[src/rtl/masked_sbox_stream_pkg.sv]
// Shared constants and helpers for the masked S-box stream block.
// Contents:
//   blind_nrnd      number of blinding bits per S-box stage for a share count
//   rndz_per_lane   DOM Z randomness bits per lane (11*S*(S-1))
//   rndb_per_lane   blinding randomness bits per lane (18*blind_nrnd(S))
//   fifo_depth      output FIFO depth / credit limit (SBOX_LAT+2)
//   gf_mul, gf_inv  GF(2^8) arithmetic, AES polynomial x^8+x^4+x^3+x+1
//   sbox_raw        AES S-box without the 8'h63 constant (inverse + linear map)
package masked_sbox_stream_pkg;

  function automatic int blind_nrnd(input int shares);
    return (shares * (shares - 1)) / 2;
  endfunction

  function automatic int rndz_per_lane(input int shares);
    return 11 * shares * (shares - 1);
  endfunction

  function automatic int rndb_per_lane(input int shares);
    return 18 * blind_nrnd(shares);
  endfunction

  function automatic int fifo_depth(input int sbox_lat);
    return sbox_lat + 2;
  endfunction

  function automatic logic [7:0] gf_mul(input logic [7:0] a, input logic [7:0] b);
    logic [7:0] p;
    logic [7:0] aa;
    p  = 8'h00;
    aa = a;
    for (int i = 0; i < 8; i++) begin
      if (b[i]) p = p ^ aa;
      aa = aa[7] ? ({aa[6:0], 1'b0} ^ 8'h1b) : {aa[6:0], 1'b0};
    end
    return p;
  endfunction

  // x^254 == x^-1 for x != 0, and maps 0 to 0 as AES requires.
  function automatic logic [7:0] gf_inv(input logic [7:0] x);
    logic [7:0] r;
    logic [7:0] p;
    r = 8'h01;
    p = x;
    for (int i = 1; i < 8; i++) begin
      p = gf_mul(p, p);
      r = gf_mul(r, p);
    end
    return r;
  endfunction

  function automatic logic [7:0] sbox_raw(input logic [7:0] x);
    logic [7:0] v;
    v = gf_inv(x);
    return v ^ {v[6:0], v[7]} ^ {v[5:0], v[7:6]} ^ {v[4:0], v[7:5]} ^ {v[3:0], v[7:4]};
  endfunction

endpackage

[src/rtl/aes_sbox.sv]
// Functional model of one masked AES S-box lane with the DOM interface and a
// fixed register latency. Output shares 1..S-1 are fresh masks folded from the
// lane randomness; share 0 carries the raw S-box (no 8'h63) XOR those masks.
// The gate-level DOM netlist drops in behind the same ports and latency.
// Ports:
//   ClkxCI  in  clock
//   RstxBI  in  async active-low reset, clears the pipe
//   XxDI    in  8*SHARES  input shares, share s at [s*8 +: 8]
//   ZxDI    in  DOM Z randomness for this lane
//   BtxDI   in  blinding randomness for this lane
//   QxDO    out 8*SHARES  output shares, SBOX_LAT cycles after XxDI
module aes_sbox
  import masked_sbox_stream_pkg::*;
#(
  parameter int SHARES   = 2,
  parameter int SBOX_LAT = 4
) (
  input  logic                                ClkxCI,
  input  logic                                RstxBI,
  input  logic [8*SHARES-1:0]                 XxDI,
  input  logic [rndz_per_lane(SHARES)-1:0]    ZxDI,
  input  logic [rndb_per_lane(SHARES)-1:0]    BtxDI,
  output logic [8*SHARES-1:0]                 QxDO
);
  localparam int RZ = rndz_per_lane(SHARES);
  localparam int RB = rndb_per_lane(SHARES);
  localparam int MW = 8 * (SHARES - 1);

  logic [MW-1:0]       mask;
  logic [7:0]          value;
  logic [7:0]          share0;
  logic [8*SHARES-1:0] q_next;
  logic [8*SHARES-1:0] pipe [SBOX_LAT];

  // Every randomness bit lands in some mask byte, round-robin over the bytes.
  always_comb begin
    mask = '0;
    for (int i = 0; i < RZ; i++)
      mask[((i / 8) % (SHARES - 1)) * 8 + (i % 8)] = mask[((i / 8) % (SHARES - 1)) * 8 + (i % 8)] ^ ZxDI[i];
    for (int i = 0; i < RB; i++)
      mask[(((RZ + i) / 8) % (SHARES - 1)) * 8 + ((RZ + i) % 8)] =
        mask[(((RZ + i) / 8) % (SHARES - 1)) * 8 + ((RZ + i) % 8)] ^ BtxDI[i];
  end

  always_comb begin
    value = 8'h00;
    for (int s = 0; s < SHARES; s++) value = value ^ XxDI[s*8 +: 8];
    share0 = sbox_raw(value);
    q_next = '0;
    for (int s = 1; s < SHARES; s++) begin
      q_next[s*8 +: 8] = mask[(s-1)*8 +: 8];
      share0           = share0 ^ mask[(s-1)*8 +: 8];
    end
    q_next[7:0] = share0;
  end

  always_ff @(posedge ClkxCI or negedge RstxBI) begin
    if (!RstxBI) begin
      for (int i = 0; i < SBOX_LAT; i++) pipe[i] <= '0;
    end else begin
      pipe[0] <= q_next;
      for (int i = 1; i < SBOX_LAT; i++) pipe[i] <= pipe[i-1];
    end
  end

  assign QxDO = pipe[SBOX_LAT-1];

endmodule

[src/rtl/sbox_stream_fifo.sv]
// Small register FIFO with a count output. Pointers wrap modulo DEPTH, so DEPTH
// need not be a power of two. The caller guarantees no push when full and no
// pop when empty (the stream block enforces this with its credit counter).
// Ports:
//   clk, rst_n   clock, async active-low reset (clears storage, pointers, count)
//   push, wdata  write one entry
//   pop          drop the head entry
//   head         current head entry
//   cnt          number of stored entries
module sbox_stream_fifo #(
  parameter int W     = 8,
  parameter int DEPTH = 6
) (
  input  logic                       clk,
  input  logic                       rst_n,
  input  logic                       push,
  input  logic [W-1:0]               wdata,
  input  logic                       pop,
  output logic [W-1:0]               head,
  output logic [$clog2(DEPTH+1)-1:0] cnt
);
  localparam int PW = (DEPTH > 1) ? $clog2(DEPTH) : 1;
  localparam int CW = $clog2(DEPTH + 1);

  logic [W-1:0]  mem [DEPTH];
  logic [PW-1:0] wr_ptr;
  logic [PW-1:0] rd_ptr;

  function automatic logic [PW-1:0] next_ptr(input logic [PW-1:0] p);
    return (p == PW'(DEPTH - 1)) ? '0 : p + 1'b1;
  endfunction

  always_ff @(posedge clk or negedge rst_n) begin
    if (!rst_n) begin
      for (int i = 0; i < DEPTH; i++) mem[i] <= '0;
      wr_ptr <= '0;
      rd_ptr <= '0;
      cnt    <= '0;
    end else begin
      if (push) begin
        mem[wr_ptr] <= wdata;
        wr_ptr      <= next_ptr(wr_ptr);
      end
      if (pop) rd_ptr <= next_ptr(rd_ptr);
      cnt <= cnt + CW'(push) - CW'(pop);
    end
  end

  assign head = mem[rd_ptr];

endmodule

[src/rtl/masked_sbox_stream.sv]
// Streaming front-end for LANES parallel masked AES S-boxes. Adds a valid/ready
// input, a sideband tag, a credit-counted output FIFO and a randomness guard.
// Optional build macro: SBOX_AFFINE_EN -- XOR 8'h63 into share 0 of every lane
// at the FIFO push so the output is a full SubBytes; otherwise the raw S-box
// output is passed through. Latency is the same either way.
//
// Handshake: a beat moves on a side when valid and ready are both high at the
// rising clock edge; ready never depends on the same side's valid. Input side
// additionally requires RndValidxSI. InReadyxSO comes only from registers.
//
// Ports:
//   ClkxCI, RstxBI  clock, async active-low reset
//   InValidxSI/InReadyxSO/InDataxDI/InTagxDI  input beat (lane l share s at (l*SHARES+s)*8)
//   RndValidxSI     randomness valid this cycle
//   RandomZxDI      DOM Z randomness, RZ bits per lane
//   RandomBxDI      blinding randomness, RB bits per lane
//   OutValidxSO/OutReadyxSI/OutDataxDO/OutTagxDO  output beat, same packing
//   RndErrxSO       sticky: randomness missing while beats were in the pipe
module masked_sbox_stream
  import masked_sbox_stream_pkg::*;
#(
  parameter int SHARES   = 2,
  parameter int LANES    = 4,
  parameter int SBOX_LAT = 4,
  parameter int TAG_W    = 4
) (
  input  logic                                     ClkxCI,
  input  logic                                     RstxBI,
  input  logic                                     InValidxSI,
  output logic                                     InReadyxSO,
  input  logic [8*SHARES*LANES-1:0]                InDataxDI,
  input  logic [TAG_W-1:0]                         InTagxDI,
  input  logic                                     RndValidxSI,
  input  logic [LANES*rndz_per_lane(SHARES)-1:0]   RandomZxDI,
  input  logic [LANES*rndb_per_lane(SHARES)-1:0]   RandomBxDI,
  output logic                                     OutValidxSO,
  input  logic                                     OutReadyxSI,
  output logic [8*SHARES*LANES-1:0]                OutDataxDO,
  output logic [TAG_W-1:0]                         OutTagxDO,
  output logic                                     RndErrxSO
);
  localparam int RZ    = rndz_per_lane(SHARES);
  localparam int RB    = rndb_per_lane(SHARES);
  localparam int DEPTH = fifo_depth(SBOX_LAT);
  localparam int DW    = 8 * SHARES * LANES;
  localparam int CW    = $clog2(DEPTH + 1);

  logic             running;
  logic             accept;
  logic             push;
  logic             pop;
  logic [DW-1:0]    sbox_in;
  logic [DW-1:0]    sbox_hold;
  logic [DW-1:0]    sbox_out;
  logic [DW-1:0]    push_data;
  logic [SBOX_LAT-1:0] vld_pipe;
  logic [TAG_W-1:0] tag_pipe [SBOX_LAT];
  logic [CW-1:0]    outstanding;
  logic [CW-1:0]    inflight;
  logic [CW-1:0]    fifo_cnt;

  // Credits cover both the S-box pipe and the FIFO, so every accepted beat
  // already owns a FIFO slot and the free-running pipe can never overflow it.
  assign InReadyxSO  = running && (outstanding < CW'(DEPTH));
  assign accept      = InValidxSI && InReadyxSO && RndValidxSI;
  assign OutValidxSO = (fifo_cnt != '0);
  assign pop         = OutValidxSO && OutReadyxSI;
  assign push        = vld_pipe[SBOX_LAT-1];

  // Bubbles keep the S-box inputs at their last accepted value.
  assign sbox_in = accept ? InDataxDI : sbox_hold;

  always_ff @(posedge ClkxCI or negedge RstxBI) begin
    if (!RstxBI) begin
      running     <= 1'b0;
      sbox_hold   <= '0;
      vld_pipe    <= '0;
      for (int i = 0; i < SBOX_LAT; i++) tag_pipe[i] <= '0;
      outstanding <= '0;
      inflight    <= '0;
      RndErrxSO   <= 1'b0;
    end else begin
      running     <= 1'b1;
      sbox_hold   <= sbox_in;
      vld_pipe[0] <= accept;
      tag_pipe[0] <= InTagxDI;
      for (int i = 1; i < SBOX_LAT; i++) begin
        vld_pipe[i] <= vld_pipe[i-1];
        tag_pipe[i] <= tag_pipe[i-1];
      end
      outstanding <= outstanding + CW'(accept) - CW'(pop);
      inflight    <= inflight + CW'(accept) - CW'(push);
      // The DOM gadgets consume randomness every cycle, stalled or not.
      if (!RndValidxSI && (inflight != '0)) RndErrxSO <= 1'b1;
    end
  end

  for (genvar l = 0; l < LANES; l++) begin : g_lane
    aes_sbox #(
      .SHARES   (SHARES),
      .SBOX_LAT (SBOX_LAT)
    ) u_sbox (
      .ClkxCI (ClkxCI),
      .RstxBI (RstxBI),
      .XxDI   (sbox_in[l*SHARES*8 +: SHARES*8]),
      .ZxDI   (RandomZxDI[l*RZ +: RZ]),
      .BtxDI  (RandomBxDI[l*RB +: RB]),
      .QxDO   (sbox_out[l*SHARES*8 +: SHARES*8])
    );
  end

  always_comb begin
    push_data = sbox_out;
`ifdef SBOX_AFFINE_EN
    // AES affine constant folded into share 0 only, so the sharing stays valid.
    for (int l = 0; l < LANES; l++)
      push_data[l*SHARES*8 +: 8] = sbox_out[l*SHARES*8 +: 8] ^ 8'h63;
`endif
  end

  sbox_stream_fifo #(
    .W     (DW + TAG_W),
    .DEPTH (DEPTH)
  ) u_fifo (
    .clk   (ClkxCI),
    .rst_n (RstxBI),
    .push  (push),
    .wdata ({push_data, tag_pipe[SBOX_LAT-1]}),
    .pop   (pop),
    .head  ({OutDataxDO, OutTagxDO}),
    .cnt   (fifo_cnt)
  );

endmodule

[config.mk]
export PLATFORM = sky130hd
export DESIGN_NAME = masked_sbox_stream
export DESIGN_NICKNAME = d
export VERILOG_FILES = /design/src/rtl/masked_sbox_stream_pkg.sv /design/src/rtl/aes_sbox.sv /design/src/rtl/sbox_stream_fifo.sv /design/src/rtl/masked_sbox_stream.sv
export SDC_FILE = /design/constraint.sdc
export NUM_CORES = 2
export LEC_CHECK = 0
export ABC_CLOCK_PERIOD_IN_PS = 23300
export CORE_UTILIZATION = 45
export CTS_CLUSTER_DIAMETER = 150
export DETAILED_ROUTE_END_ITERATION = 10
export PLACE_DENSITY = 0.59
export SLEW_MARGIN = 30
export SYNTH_ARGS = -nofsm -noshare
export SYNTH_HDL_FRONTEND = slang
export SYNTH_HIERARCHICAL = 1
export SYNTH_SLANG_ARGS = --single-unit
[constraint.sdc]
create_clock -name ClkxCI -period 23.3 [get_ports ClkxCI]
set_clock_uncertainty 0.15 [all_clocks]
set_input_delay 6.99 -clock ClkxCI [delete_from_list [all_inputs] [get_ports ClkxCI]]
set_output_delay 6.99 -clock ClkxCI [all_outputs]
set_load 0.05 [all_outputs]
==> results.ini <==
[synthesis]
synth_compound_area_share_pct = 12.7
synth_top_area_share_pct = 21.1
synthAdderAreaFrac_pct = 0.593
synthArstFlopShare_pct = 100
synth_xor_area_share_pct = 35.3
synth_top_family_by_area = XOR/XNOR gates
synth_warnings = 6
yosys.area_share.simple_pct = 14.7
synthCells = 9962
yosysSeqAreaShare_pct = 21.1
ys_ff_latch = 765
yosysMostFrequentCell = xnor2_1
synth_nets = 10200
synthTopCellsByCount = 1668 x xnor2_1, 1265 x nor2_1, 899 x nand2_1, 765 x dfrtp_1, 526 x mux2_2
synth_area_leaders = dfrtp_1 21%, xnor2_1 16%, xnor3_1 8.4%
yosys.cell_types.count = 104
synth_mux_area_share_pct = 11.6
yosysTopAreaCell = dfrtp_1
ys.flop_type = dfrtp_1
synth_enable_flop_cells = 0
netlist_area_mm2 = 0.0907
postSynthAreaPerCell_um2 = 9.11

[clock_network]
path_clk_slew_ns = 0.07
htree_levels = 3
cts.sinks = 765
cts_max_path_buffers = 3
hold_buffers = 0
cts_root_buf = clkbuf_16
cts_inserted_buffers = 80
cts_tree = built
clk_latency_ns = 0.70

[drt]
vias = 74700
firstDrtPassIters = 11
initialDrtViolationCount = 6023
wire_per_inst_um = 20.2
via_per_inst = 5.68
antenna_left = 0
post-route-drc-count = 44
wirelength_um = 266000

[setup_path]
crit_path_start_kind = input pin
worst_path_largest_cell_delay_ns = 0.58
crit_path_max_fanout = 22
reg2regPathDepth = 54
reg2reg_from = outstanding[1]
critical-path-slowest-cell = xnor3_2
arrival_ns = 23.04
rrSetupSlack_ns = 6.81
cpLargestDelayFamily = XOR/XNOR gates
critical_path_class = in2reg
crit_top_cell = xnor3_1
crit-reg2reg-capture = g_lane[0].u_sbox/pipe[53]
end_kind = flop
required_ns = 23.72
critPathBufInv = 5

[sta]
fmax_ghz = 0.0442
slew_violations = 0
max_slew.worst_pin.slew_ns = 1.04
hold_viol_final = 0
fin_crit_sh_pct = 97.1
finalCriticalPeriod_ns = 22.62
maxSlewHeadroom_pct = 29.9
setup-violations-final = 0

[global_routing]
grt_use_total_pct = 25.5
antenna_found_initial = 7
first_global_vias = 73600
grt_max_degree = 188
grt_pass1_wl_um = 423000
grt-ovfl-total = 0

[outcome]
violations = design-rule violations
outcome = finished, violations left

[worst_hold_path]
hp-start = g_lane[2].u_sbox/pipe[57]
hold_path.class = reg2reg
whs_endpoint = g_lane[2].u_sbox/pipe[41]
min_path_cells = 0

[die]
die_height_um = 451
die_area_mm2 = 0.203
initial_core_util_pct = 45.3
rows = 164
core-area_mm2 = 0.200
pin_count = 304
die_x_um = 451

[finish]
post-route-util_pct = 51.9
drive_gt1_share_pct = 18.8
fin_nets = 10700
areaGrowthSynthToFinish_pct = 14.4
nFillCells = 18500

[placed_design]
gp_congestion = 0.931
numPortBuffers = 303
dp_hpwl_um = 195000

[run]
maxCapViolCount = 0

[cell families (layout without fill, tap and decap cells)]
| group | count (synthesis) | count (layout) |
|---|---|---|
| compound gates | 1692 | 1692 |
| xor+xnor | 2723 | 2723 |
| fa+ha+maj | 42 | 42 |
| buf+inv | 758 | 1293 |
| flops | 765 | 765 |
| mux | 960 | 960 |
| other cells | 1 | 4 |
| simple gates | 3021 | 3021 |
[worst reg2reg max path, delay by kind of cell, from the launching register on]
kind | cells | cell delay [ns]
DFF | 1 | 0.40
and+or+nand+nor | 7 | 1.64
AOI/OAI and AO/OA | 5 | 0.99
muxes | 3 | 1.08
xor gates and xnor gates | 33 | 10.89
adders and majority gates | 2 | 0.60
buffers and inverters | 4 | 0.65
[cells in the final DEF (no fill, tap or decap), drive strengths merged, types with 61 or more instances in the layout]
master	n
dfrtp	765
o21ai	378
o211ai	112
a32oi	64
clkdlybuf4s50	302
a31oi	64
nand2b	61
clkbuf	114
xnor2	1832
and2	69
o221ai	92
a21oi	388
mux2i	356
xnor3	376
a211oi	76
xor2	463
nor2	1273
buf	743
nand3	148
inv	93
or3	65
o22ai	104
mux2	604
nor3	242
nand2	899
[per-stage QoR]
step / cell area (µm²) / setup TNS [ns] / setup slack [ns] / instances / hold slack [ns]
after floorplan: 90700 / 0 / 0.331 / 9962 / 0.181
after global placement: 99700 / -2.10 / -0.269 / 13000 / 0.181
after detailed placement: 99800 / -5.50 / -0.401 / 13000 / 0.185
after CTS: 103000 / 0 / 0.254 / 13100 / 0.150
after global routing: 104000 / -0.167 / -0.0420 / 13200 / 0.172
final: 104000 / 0 / 0.682 / 13200 / 0.151
[worst max-delay path by stage]
stage / startpoint / to / slack [ns] / cells after the start
finish: RndValidxSI / g_lane[0].u_sbox/pipe[53] / 0.68 / 54
global route: RndValidxSI / g_lane[0].u_sbox/pipe[49] / -0.04 / 59
CTS: RndValidxSI / g_lane[1].u_sbox/pipe[53] / 0.25 / 58
detailed placement: RndValidxSI / g_lane[1].u_sbox/pipe[53] / -0.40 / 58
global placement: RndValidxSI / g_lane[1].u_sbox/pipe[53] / -0.27 / 58
floorplan: InValidxSI / g_lane[0].u_sbox/pipe[53] / 0.33 / 64
[per-layer routing]
metal | part of all wire [%] | vias to the layer above | track usage [%]
met5 | 0.0049 | - | 0
met2 | 47 | 2166 | 42.4
met4 | 2.1 | 2 | 5.97
met1 | 46 | 36700 | 36.1
met3 | 4.7 | 303 | 1.63
li1 | - | 35500 | -
[registers in the layout, summed over array words and instances, names as in the netlist]
signal,count
g_lane.u_sbox/QxDO,64
u_fifo/rd_ptr,3
u_fifo/wr_ptr,3
inflight,3
RndErrxSO,1
g_lane.u_sbox/pipe,192
outstanding,3
u_fifo/cnt,3
running,1
u_fifo/mem,408
sbox_hold,64
vld_pipe,4
tag_pipe,16
[area by class of cell]
class                   instances  area (µm²)  area share (%)
multi-input cells            8439       69200            66.7
flip-flops and latches        765       19100            18.4
repair buffers               1045        8880            8.56
well taps                    2656        3320            3.20
clock buffers                 114        2310            2.23
clock inverters                32         543           0.523
inverters                     102         387           0.372
diodes                          3        7.51         0.00723
[timing repair]
action	4_1_cts	5_1_grt
setup buffers	0	18
resized for setup	0	117
setup endpoints to repair	0	32
Power is not shown: default switching activity piles up to over one toggle a cycle in this logic, so the estimate is an artifact.
==> variant (config.mk and constraints unchanged) <==
Put one more register stage on the output `RndErrxSO`, cleared by the reset. The value now appears one clock later. The other outputs are not delayed to match.
--- a/src/rtl/masked_sbox_stream.sv
+++ b/src/rtl/masked_sbox_stream.sv
@@ -47,2 +47,4 @@
 
+  logic RndErrxSO_s0;
+
   logic             running;
@@ -80,3 +82,3 @@
       inflight    <= '0;
-      RndErrxSO   <= 1'b0;
+      RndErrxSO_s0 <= 1'b0;
     end else begin
@@ -93,3 +95,3 @@
       // The DOM gadgets consume randomness every cycle, stalled or not.
-      if (!RndValidxSI && (inflight != '0)) RndErrxSO <= 1'b1;
+      if (!RndValidxSI && (inflight != '0)) RndErrxSO_s0 <= 1'b1;
     end
@@ -133,2 +135,10 @@
 
+  always_ff @(posedge ClkxCI or negedge RstxBI) begin
+    if (!RstxBI) begin
+      RndErrxSO <= '0;
+    end else begin
+      RndErrxSO <= RndErrxSO_s0;
+    end
+  end
+
 endmodule
Function: not settled (the Yosys comparison gave no result); the edit may change what the design does.
==> variant against the original RTL <==
The flow still finishes with violations (design-rule violations); sequential cell count is 1 higher; setup slack worse by 0.071 ns; core utilization is 0.11 points lower; via count is 0.16% lower; area after synthesis hardly changed; routed wire length is 0.98% lower; die area hardly changed; design area is 0.21% lower; first-iteration DRC count is 3.6% lower; sequential share of layout area is 0.064 points higher.
Power is left out: the tool's default activity adds up to more than one toggle a clock period on the data nets, which glitch-free logic cannot reach.
==> variant: results (changes against the original RTL) <==
critical_path:
  cpLargestDelayFamily: "XOR/XNOR gates"  # unchanged
  critical_path_peak_fanout: 19  # was 22
  worst-r2r-cell-count: 53  # was 54
  worst_path_max_delay_cell: "xnor3_1"  # was xnor3_2
  cp.arrival_ns: 23.11  # was 23.04 ns
  critical-path-max-stage-delay_ns: 0.60  # was 0.58 ns
  flop_to_flop_setup_slack_ns: 6.76  # was 6.81 ns
detailed_routing:
  drtIter0Drc: 5806  # was 6023
  viasPerCell: 5.66  # was 5.68
  via_count: 74600  # was 74700
  drt_drc_violations_left: 34  # was 44
  drt_pre_antenna_iters: 11  # unchanged
  postRouteAntennaNets: 0  # unchanged
  detail_route.wirelength_um: 264000  # was 266000 µm
final_layout:
  layout-drive-gt1-share_pct: 18.8  # about the same
  finalNetCount: 10700  # about the same
  fillerInstances: 18300  # was 18500
placed_design:
  placement.setup.worst_slack_ns: -0.791  # was -0.401 ns
  final_gp_congestion: 0.924  # was 0.931
  detailed_place_hpwl_um: 195000  # about the same
  placement.io_buffers: 303  # unchanged
  placed_cells: 13000  # about the same
  dpl-instance-area_um2: 99800  # about the same
cts:
  numCtsBuffers: 84  # was 80
  number_of_buffers_between_clock_root_and_the_deepest_sink: 3  # unchanged
  clkSlewWorstSetupHoldPaths_ns: 0.06
  clock_latency_ns: 0.72  # was 0.70 ns
  cts_root_buf: "clkbuf_16"  # unchanged
  clock_tree.htree_level_count: 3  # unchanged
synth:
  synthTopCellsByArea: "dfrtp_1, xnor2_1, xnor3_1, mux2_2, nor2_1"  # unchanged
  post_synth_num_cell_types: 104  # unchanged
  share_of_the_synthesized_area_in_compound_gates_ao_oa_aoi_oai_pct: 12.7  # about the same
  yosys.area_share.adder_pct: 0.593  # about the same
  synth_async_sr_flop_share_pct: 100  # unchanged
  syn-num-nets: 10200  # about the same
  portion_of_netlist_area_occupied_by_mux_cells_pct: 11.6  # about the same
  postSynth.topFlopCell: "dfrtp_1"  # unchanged
  synth.yosys.seq_area_share_pct: 21.1  # about the same
  ys_warn_count: 6  # unchanged
  mean_post_synth_cell_area_um2: 9.11  # about the same
  synthTopCellsByCount: "xnor2_1, nor2_1, nand2_1"  # unchanged
  post_synth_xor_xnor_area_pct: 35.3  # about the same
global_route:
  largest_net_degree_at_the_start_of_global_routing: 136  # was 188
  antenna_found_initial: 8  # was 7
  wire_length_of_the_first_global_routing_pass_um: 420000  # was 423000 µm
  grt_pass1_vias: 73300  # was 73600
  globalRouteTotalUtil_pct: 25.3  # was 25.5%
sta:
  worst_slew_margin_relative_to_its_limit_pct: 27.4  # was 29.9%
  finalWorstPathRequiredPeriod_ns: 22.69  # was 22.62 ns
  hold_slack_ns: 0.166  # was 0.151 ns
status:
  failed_checks: "design-rule violations"  # unchanged
  status: "complete, but fails checks"  # unchanged
hold_path:
  hold-path-cell-count: 0  # unchanged
  holdCritPathClass: "register to register"  # unchanged
[variant: final timing paths]
kind | to | start
setup / recovery | g_lane[0].u_sbox/pipe[55] | RndValidxSI
min in group asynchronous | sbox_hold[49] | RstxBI
hold reg to reg | g_lane[0].u_sbox/QxDO[2] | g_lane[0].u_sbox/pipe[18]
setup reg to reg | g_lane[0].u_sbox/pipe[55] | outstanding[1]
max in group asynchronous | u_fifo/mem[321] | RstxBI
hold / removal | g_lane[0].u_sbox/QxDO[2] | g_lane[0].u_sbox/pipe[18]
[variant: kinds of logic (layout without fill, tap and decap cells)]
| logic type | after synthesis | after routing |
|---|---|---|
| AND/OR/NAND/NOR | 3021 | 3021 |
| AO/OA/AOI/OAI | 1692 | 1692 |
| other | 1 | 4 |
| XOR/XNOR | 2723 | 2723 |
| flip-flops | 766 | 766 |
| buffers and inverters | 758 | 1306 |
| adder cells (fa/ha/maj) | 42 | 42 |
| multiplexers | 960 | 960 |
[variant: routing by layer]
metal	routed length, µm	vias to the layer above	share of wire [%]	global-route usage (%)
li1	-	35500	-	-
met1	123000	36700	47	36.1
met2	123000	2141	47	41.4
met3	12700	278	4.8	2.10
met4	5120	0	1.9	5.57
met5	0	-	0	0
[variant: area by class of cell]
class / instances / area, µm² / share of cell area (%)
Clock buffer: 119 / 2480 / 2.40
Tap cell: 2656 / 3320 / 3.21
Antenna cell: 3 / 7.51 / 0.00725
Inverter: 102 / 383 / 0.370
Timing Repair Buffer: 1051 / 8740 / 8.44
Multi-Input combinational cell: 8439 / 69000 / 66.6
Clock inverter: 34 / 509 / 0.492
Sequential cell: 766 / 19200 / 18.5
[variant: repair_timing]
item	CTS	global route
endpoints found under the hold margin	0	0
setup endpoints to repair	5	32
pin swaps	0	9
hold buffers	0	0
buffers inserted	0	15
resized for setup	2	95
